$ cat src/rtl/sha256_chain_core.sv
// Multi-block SHA-256 compression engine with internal chaining value and UNROLL rounds per clock.
// Optional SHA-224 support is enabled by defining SHA256_CHAIN_SHA224_EN.
module sha256_chain_core #(
    parameter int UNROLL = 1
) (
    input  logic         clk,
    input  logic         rst,
    input  logic         in_valid,
    output logic         in_ready,
    input  logic [511:0] block,
    input  logic         first,
    input  logic         last,
`ifdef SHA256_CHAIN_SHA224_EN
    input  logic         mode224,
`endif
    output logic         out_valid,
    input  logic         out_ready,
    output logic [255:0] digest,
    output logic         busy
);
    localparam int        N        = 64 / UNROLL;
    localparam logic [5:0] CNT_LAST = 6'(N - 1);

    if (!(UNROLL == 1 || UNROLL == 2 || UNROLL == 4 || UNROLL == 8)) begin : g_bad_unroll
        $error("sha256_chain_core: UNROLL must be 1, 2, 4 or 8");
    end

    localparam logic [7:0][31:0] IV256 = {32'h6a09e667, 32'hbb67ae85, 32'h3c6ef372, 32'ha54ff53a,
                                          32'h510e527f, 32'h9b05688c, 32'h1f83d9ab, 32'h5be0cd19};
`ifdef SHA256_CHAIN_SHA224_EN
    localparam logic [7:0][31:0] IV224 = {32'hc1059ed8, 32'h367cd507, 32'h3070dd17, 32'hf70e5939,
                                          32'hffc00b31, 32'h68581511, 32'h64f98fa7, 32'hbefa4fa4};
`endif

    localparam logic [31:0] K_TAB [64] = '{
        32'h428a2f98, 32'h71374491, 32'hb5c0fbcf, 32'he9b5dba5, 32'h3956c25b, 32'h59f111f1, 32'h923f82a4, 32'hab1c5ed5,
        32'hd807aa98, 32'h12835b01, 32'h243185be, 32'h550c7dc3, 32'h72be5d74, 32'h80deb1fe, 32'h9bdc06a7, 32'hc19bf174,
        32'he49b69c1, 32'hefbe4786, 32'h0fc19dc6, 32'h240ca1cc, 32'h2de92c6f, 32'h4a7484aa, 32'h5cb0a9dc, 32'h76f988da,
        32'h983e5152, 32'ha831c66d, 32'hb00327c8, 32'hbf597fc7, 32'hc6e00bf3, 32'hd5a79147, 32'h06ca6351, 32'h14292967,
        32'h27b70a85, 32'h2e1b2138, 32'h4d2c6dfc, 32'h53380d13, 32'h650a7354, 32'h766a0abb, 32'h81c2c92e, 32'h92722c85,
        32'ha2bfe8a1, 32'ha81a664b, 32'hc24b8b70, 32'hc76c51a3, 32'hd192e819, 32'hd6990624, 32'hf40e3585, 32'h106aa070,
        32'h19a4c116, 32'h1e376c08, 32'h2748774c, 32'h34b0bcb5, 32'h391c0cb3, 32'h4ed8aa4a, 32'h5b9cca4f, 32'h682e6ff3,
        32'h748f82ee, 32'h78a5636f, 32'h84c87814, 32'h8cc70208, 32'h90befffa, 32'ha4506ceb, 32'hbef9a3f7, 32'hc67178f2};

    typedef enum logic [1:0] {IDLE = 2'd0, ROUND = 2'd1, FINAL = 2'd2, OUT = 2'd3} state_t;

    function automatic logic [31:0] rotr(input logic [31:0] x, input int n);
        return (x >> n) | (x << (32 - n));
    endfunction
    function automatic logic [31:0] bsig0(input logic [31:0] x);
        return rotr(x, 2) ^ rotr(x, 13) ^ rotr(x, 22);
    endfunction
    function automatic logic [31:0] bsig1(input logic [31:0] x);
        return rotr(x, 6) ^ rotr(x, 11) ^ rotr(x, 25);
    endfunction
    function automatic logic [31:0] ssig0(input logic [31:0] x);
        return rotr(x, 7) ^ rotr(x, 18) ^ (x >> 3);
    endfunction
    function automatic logic [31:0] ssig1(input logic [31:0] x);
        return rotr(x, 17) ^ rotr(x, 19) ^ (x >> 10);
    endfunction

    // Working registers live in a packed vector with a in lane 7 down to h in lane 0.
    state_t             state_q, state_d;
    logic [5:0]         cnt_q, cnt_d;
    logic [7:0][31:0]   h_q, h_d, v_q, v_d, v_rnd_s, base_s, h_sum_s;
    logic [15:0][31:0]  w_q, w_d, w_rnd_s;
    logic               last_q, last_d, mode_q, mode_d;
    logic [255:0]       digest_q, digest_d;
    logic               out_valid_q, out_valid_d, in_ready_q, in_ready_d, busy_q, busy_d;
    logic [5:0]         rnd_s;
    logic [31:0]        t1_s, t2_s, nw_s;

    // UNROLL chained rounds plus message schedule advance for one ROUND edge.
    always_comb begin
        v_rnd_s = v_q;
        w_rnd_s = w_q;
        rnd_s   = 6'd0;
        t1_s    = 32'd0;
        t2_s    = 32'd0;
        nw_s    = 32'd0;
        for (int i = 0; i < UNROLL; i++) begin
            rnd_s   = cnt_q * 6'(UNROLL) + 6'(i);
            t1_s    = v_rnd_s[0] + bsig1(v_rnd_s[3]) + ((v_rnd_s[3] & v_rnd_s[2]) ^ (~v_rnd_s[3] & v_rnd_s[1]))
                      + K_TAB[rnd_s] + w_rnd_s[15];
            t2_s    = bsig0(v_rnd_s[7]) + ((v_rnd_s[7] & v_rnd_s[6]) ^ (v_rnd_s[7] & v_rnd_s[5]) ^ (v_rnd_s[6] & v_rnd_s[5]));
            nw_s    = ssig1(w_rnd_s[1]) + w_rnd_s[6] + ssig0(w_rnd_s[14]) + w_rnd_s[15];
            v_rnd_s = {t1_s + t2_s, v_rnd_s[7:5], v_rnd_s[4] + t1_s, v_rnd_s[3:1]};
            w_rnd_s = {w_rnd_s[14:0], nw_s};
        end
    end

    // Next-state and output logic of the block FSM.
    always_comb begin
        state_d     = state_q;
        cnt_d       = cnt_q;
        h_d         = h_q;
        v_d         = v_q;
        w_d         = w_q;
        last_d      = last_q;
        mode_d      = mode_q;
        digest_d    = digest_q;
        out_valid_d = out_valid_q;
        base_s      = h_q;
        h_sum_s     = h_q;
        case (state_q)
            IDLE: begin
                if (in_valid && in_ready_q) begin
                    if (first) begin
`ifdef SHA256_CHAIN_SHA224_EN
                        mode_d = mode224;
                        base_s = mode224 ? IV224 : IV256;
`else
                        mode_d = 1'b0;
                        base_s = IV256;
`endif
                    end else begin
                        base_s = h_q;
                    end
                    h_d     = base_s;
                    v_d     = base_s;
                    w_d     = block;
                    last_d  = last;
                    cnt_d   = 6'd0;
                    state_d = ROUND;
                end else begin
                    state_d = IDLE;
                end
            end
            ROUND: begin
                v_d   = v_rnd_s;
                w_d   = w_rnd_s;
                cnt_d = cnt_q + 6'd1;
                if (cnt_q == CNT_LAST) begin
                    state_d = FINAL;
                end else begin
                    state_d = ROUND;
                end
            end
            FINAL: begin
                for (int j = 0; j < 8; j++) begin
                    h_sum_s[j] = h_q[j] + v_q[j];
                end
                h_d = h_sum_s;
                if (last_q) begin
                    digest_d = h_sum_s;
                    if (mode_q) begin
                        digest_d[31:0] = 32'd0;
                    end else begin
                        digest_d[31:0] = h_sum_s[0];
                    end
                    out_valid_d = 1'b1;
                    state_d     = OUT;
                end else begin
                    state_d = IDLE;
                end
            end
            OUT: begin
                if (out_ready) begin
                    out_valid_d = 1'b0;
                    state_d     = IDLE;
                end else begin
                    state_d = OUT;
                end
            end
            default: state_d = IDLE;
        endcase
        in_ready_d = (state_d == IDLE);
        busy_d     = (state_d != IDLE);
    end

    // State and datapath registers; in_ready stays low while reset is held.
    always_ff @(posedge clk or posedge rst) begin
        if (rst) begin
            state_q     <= IDLE;
            cnt_q       <= 6'd0;
            h_q         <= IV256;
            v_q         <= '0;
            w_q         <= '0;
            last_q      <= 1'b0;
            mode_q      <= 1'b0;
            digest_q    <= 256'd0;
            out_valid_q <= 1'b0;
            in_ready_q  <= 1'b0;
            busy_q      <= 1'b0;
        end else begin
            state_q     <= state_d;
            cnt_q       <= cnt_d;
            h_q         <= h_d;
            v_q         <= v_d;
            w_q         <= w_d;
            last_q      <= last_d;
            mode_q      <= mode_d;
            digest_q    <= digest_d;
            out_valid_q <= out_valid_d;
            in_ready_q  <= in_ready_d;
            busy_q      <= busy_d;
        end
    end

    assign in_ready  = in_ready_q;
    assign out_valid = out_valid_q;
    assign digest    = digest_q;
    assign busy      = busy_q;
endmodule

$ cat config.mk
export PLATFORM = sky130hd
export DESIGN_NAME = sha256_chain_core
export DESIGN_NICKNAME = d
export VERILOG_FILES = /design/src/rtl/sha256_chain_core.sv
export SDC_FILE = /design/constraint.sdc
export NUM_CORES = 2
export LEC_CHECK = 0
export ABC_AREA = 1
export CAP_MARGIN = 10
export CORE_UTILIZATION = 35
export CTS_BUF_LIST = sky130_fd_sc_hd__clkbuf_4
export DETAILED_ROUTE_END_ITERATION = 12
export PLACE_DENSITY = 0.53
export SYNTH_ARGS = -nofsm -noshare
export SYNTH_HDL_FRONTEND = slang
export SYNTH_SLANG_ARGS = --single-unit
$ cat constraint.sdc
create_clock -name clk -period 47 [get_ports clk]
set_input_delay 4.7 -clock clk [delete_from_list [all_inputs] [get_ports clk]]
set_output_delay 4.7 -clock clk [all_outputs]
set_load 0.02 [all_outputs]
==> flow_metrics.tcl <==
set metrics [dict create \
    status "finished, final reports clean" \
    worstSetupEndpoint "w_q[249]" \
    hold_path_class "reg2reg" \
    finalSetupTns_ns 0 \
    final_common_cell "nand2_1" \
    r2r_slack_ns 38.48 \
    portBuffers 776 \
    period_needed_ns 9.03 \
    async_flop_share_pct 100 \
    cts.repair.resized 0 \
    crit_arrival_ns 10.21 \
    r2r_end "v_q[254]" \
    cp.required_ns 48.18 \
    drc 0 \
    yosys_warnings 0 \
    antenna_found_initial 55 \
    crit_chain "clkdlybuf4s50_1 -> nand4_4 -> buf_12 -> inv_4 -> nor2_4 -> inv_8 -> buf_12 -> buf_4 -> buf_4 -> o211ai_1 -> o21ai_0" \
    maxSlewHeadroom_pct 6.90 \
    worstMarginPinSlew_ns 1.40 \
    timing.critical_path.buf_inv 7 \
    fill_cells 27070 \
    yosysSeqAreaShare_pct 35.8 \
    cts.clk_slew.worst_paths_ns 0.07 \
    cts.htree.levels 5 \
    rsz0062_at_grt "false" \
    setup_slack_ns 37.97 \
    gr-total-overflow 0 \
    insertion_delay_ns 1.35 \
    final_core_util_pct 41.3 \
    area_growth_pct 17.1 \
    placed_area_um2 101000 \
    reg2reg_depth 37 \
    cts_tree "done" \
    finalNetCount 14060 \
    top_usage_layer "met2" \
    met1_usage_pct 44.9 \
    grt_usage_pct 31.9 \
    startpoint "in_valid" \
    cts.hold.buffers_added 0 \
    path_depth 11 \
    fp.dieH_um 511 \
    clockRootBuffer "clkbuf_4" \
    syn_nets 13426 \
    cts_buffer_depth 4 \
    synth_area_um2 90800 \
    cp_max_fo 265 \
    wirelength_mm 430 \
    reg2reg_from "cnt_q[1]" \
    critical-path-slowest-cell "buf_4" \
    netlist_instances 12316 \
    syn_area_per_cell_um2 7.37 \
    slew_violations 0 \
    grt_max_degree 267 \
    clock_skew_ns 0.147 \
    route.vias.total 90600 \
    die_w_um 511 \
    period_share_pct 19.2 \
    cts_setup_buffers 0 \
    drtPass1Iterations 6 \
    cp_top_family "buffers and inverters" \
    wire_per_inst_um 25.7 \
    ys.flop_type "dfrtp_1" \
    io_pins 777 \
    critPathLaunchType "input pin" \
    dpl_worst_slack_ns 36.75 \
    final_area_um2 106000 \
    place.gp.congestion 1.01 \
    synth_top_area_share_pct 31.9 \
    synth_top_area_cell "dfrtp_1" \
    synth_area_leaders "dfrtp_1 32%, nand2_1 12%, o21ai_0 7.9%" \
    ant_nets 0 \
    synth_edf_count 0 \
    initialDrtViolationCount 9340 \
    start_util_pct 35.3 \
    slowest_delay_ns 1.07 \
    timing.fmax_ghz 0.111 \
    rows 186 \
    grt_pass1_vias 87630 \
    finalHoldViolations 0 \
    vias_per_cell 5.43 \
    coreArea_um2 257000 \
    end_kind "flop" \
    grt_first_pass_wirelength_mm 616 \
    numClockSinks 1292 \
    use_met2_pct 48.9 \
    place_hpwl_mm 330 \
    finalSetupViolCount 0 \
    ys_ff_latch 1292 \
    path_class "in2reg" \
    cts_buffers 389 \
    die_area_um2 261000 \
    grtUsageMet3_pct 5.95 \
    drv_cap 0 \
    final_cell_mix "2975 x nand2_1, 1701 x inv_1, 1428 x o21ai_0, 1154 x dfrtp_1, 775 x clkdlybuf4s50_1" \
    synth_cell_type_count 61 \
    drive_gt1_share_pct 7.06 \
]
-- cells by family after synthesis --
family / share of synthesized area, %
AOI/OAI and AO/OA: 20.8
xor gates and xnor gates: 4.10
adders and majority gates: 9.79
and+or+nand+nor: 19.6
buffers and inverters: 9.91
DFF: 35.8
muxes: 0.0234
-- per-stage QoR --
step,hold slack [ns],std cells
floorplan,0.449,12316
CTS,0.480,16649
finish,0.475,16683
global placement,0.464,15940
detailed placement,0.465,15941
global route,0.493,16670
-- cell type report --
class / count / area, um2 / share of cell area [%]
Multi-Input combinational cell: 8671 / 49300 / 46.4
Inverter: 1717 / 6490 / 6.10
Clock inverter: 120 / 606 / 0.569
Sequential cell: 1292 / 32500 / 30.6
Antenna cell: 32 / 80.1 / 0.0753
Timing Repair Buffer: 879 / 8710 / 8.19
Tap cell: 3384 / 4230 / 3.98
Clock buffer: 588 / 4410 / 4.15
-- how the worst min path moves through the flow --
| stage | start | to | slack [ns] | cells after the start |
|---|---|---|---|---|
| after detailed placement | digest[238] | digest[238] | 0.47 | 2 |
| final | digest[87] | digest[87] | 0.48 | 2 |
| after CTS | h_q[234] | h_q[234] | 0.48 | 2 |
| after global routing | h_q[48] | h_q[48] | 0.49 | 2 |
| after global placement | digest[219] | digest[219] | 0.46 | 2 |
| after floorplan | last_q | last_q | 0.45 | 2 |
-- flip-flops by register name (all words and copies together) (netlist names) --
register / flops
last_q: 1
w_q: 512
digest: 256
out_valid: 1
h_q: 256
busy: 1
in_ready: 1
state_q: 2
cnt_q: 6
v_q: 256
-- synth_stat cells, drive strengths merged, types with 30 or more instances --
cell type,instances
or2,30
o21bai,55
buf,204
nor2,768
o21ai,1511
ha,395
nand3b,37
a31oi,131
nand3,418
dfrtp,1156
xnor2,205
xor2,220
dfstp,136
fa,197
o211ai,647
clkbuf,432
o22ai,58
nand2,2976
inv,1713
nand4,68
nor3,111
a21boi,31
a21o,40
a21oi,573
-- worst register-to-register path, delay by kind of cell (launching register included) --
family                   cells  cell delay [ns]
adder cells (fa/ha/maj)      5             2.25
flip-flops                   1             0.33
AND/OR/NAND/NOR             13             1.86
XOR/XNOR                     1             0.42
AO/OA/AOI/OAI               11             2.65
buffers and inverters        7             0.87
-- layer usage --
| layer | part of all wire, % | up-vias | wire (um) |
|---|---|---|---|
| met3 | 7.2 | 658 | 31100 |
| met2 | 44 | 3478 | 189000 |
| li1 | - | 42114 | - |
| met5 | 0.058 | - | 247 |
| met4 | 3.4 | 32 | 14700 |
| met1 | 45 | 44318 | 195000 |
Power is left out: the tool's default activity adds up to more than one toggle a clock period on the data nets, which glitch-free logic cannot reach.
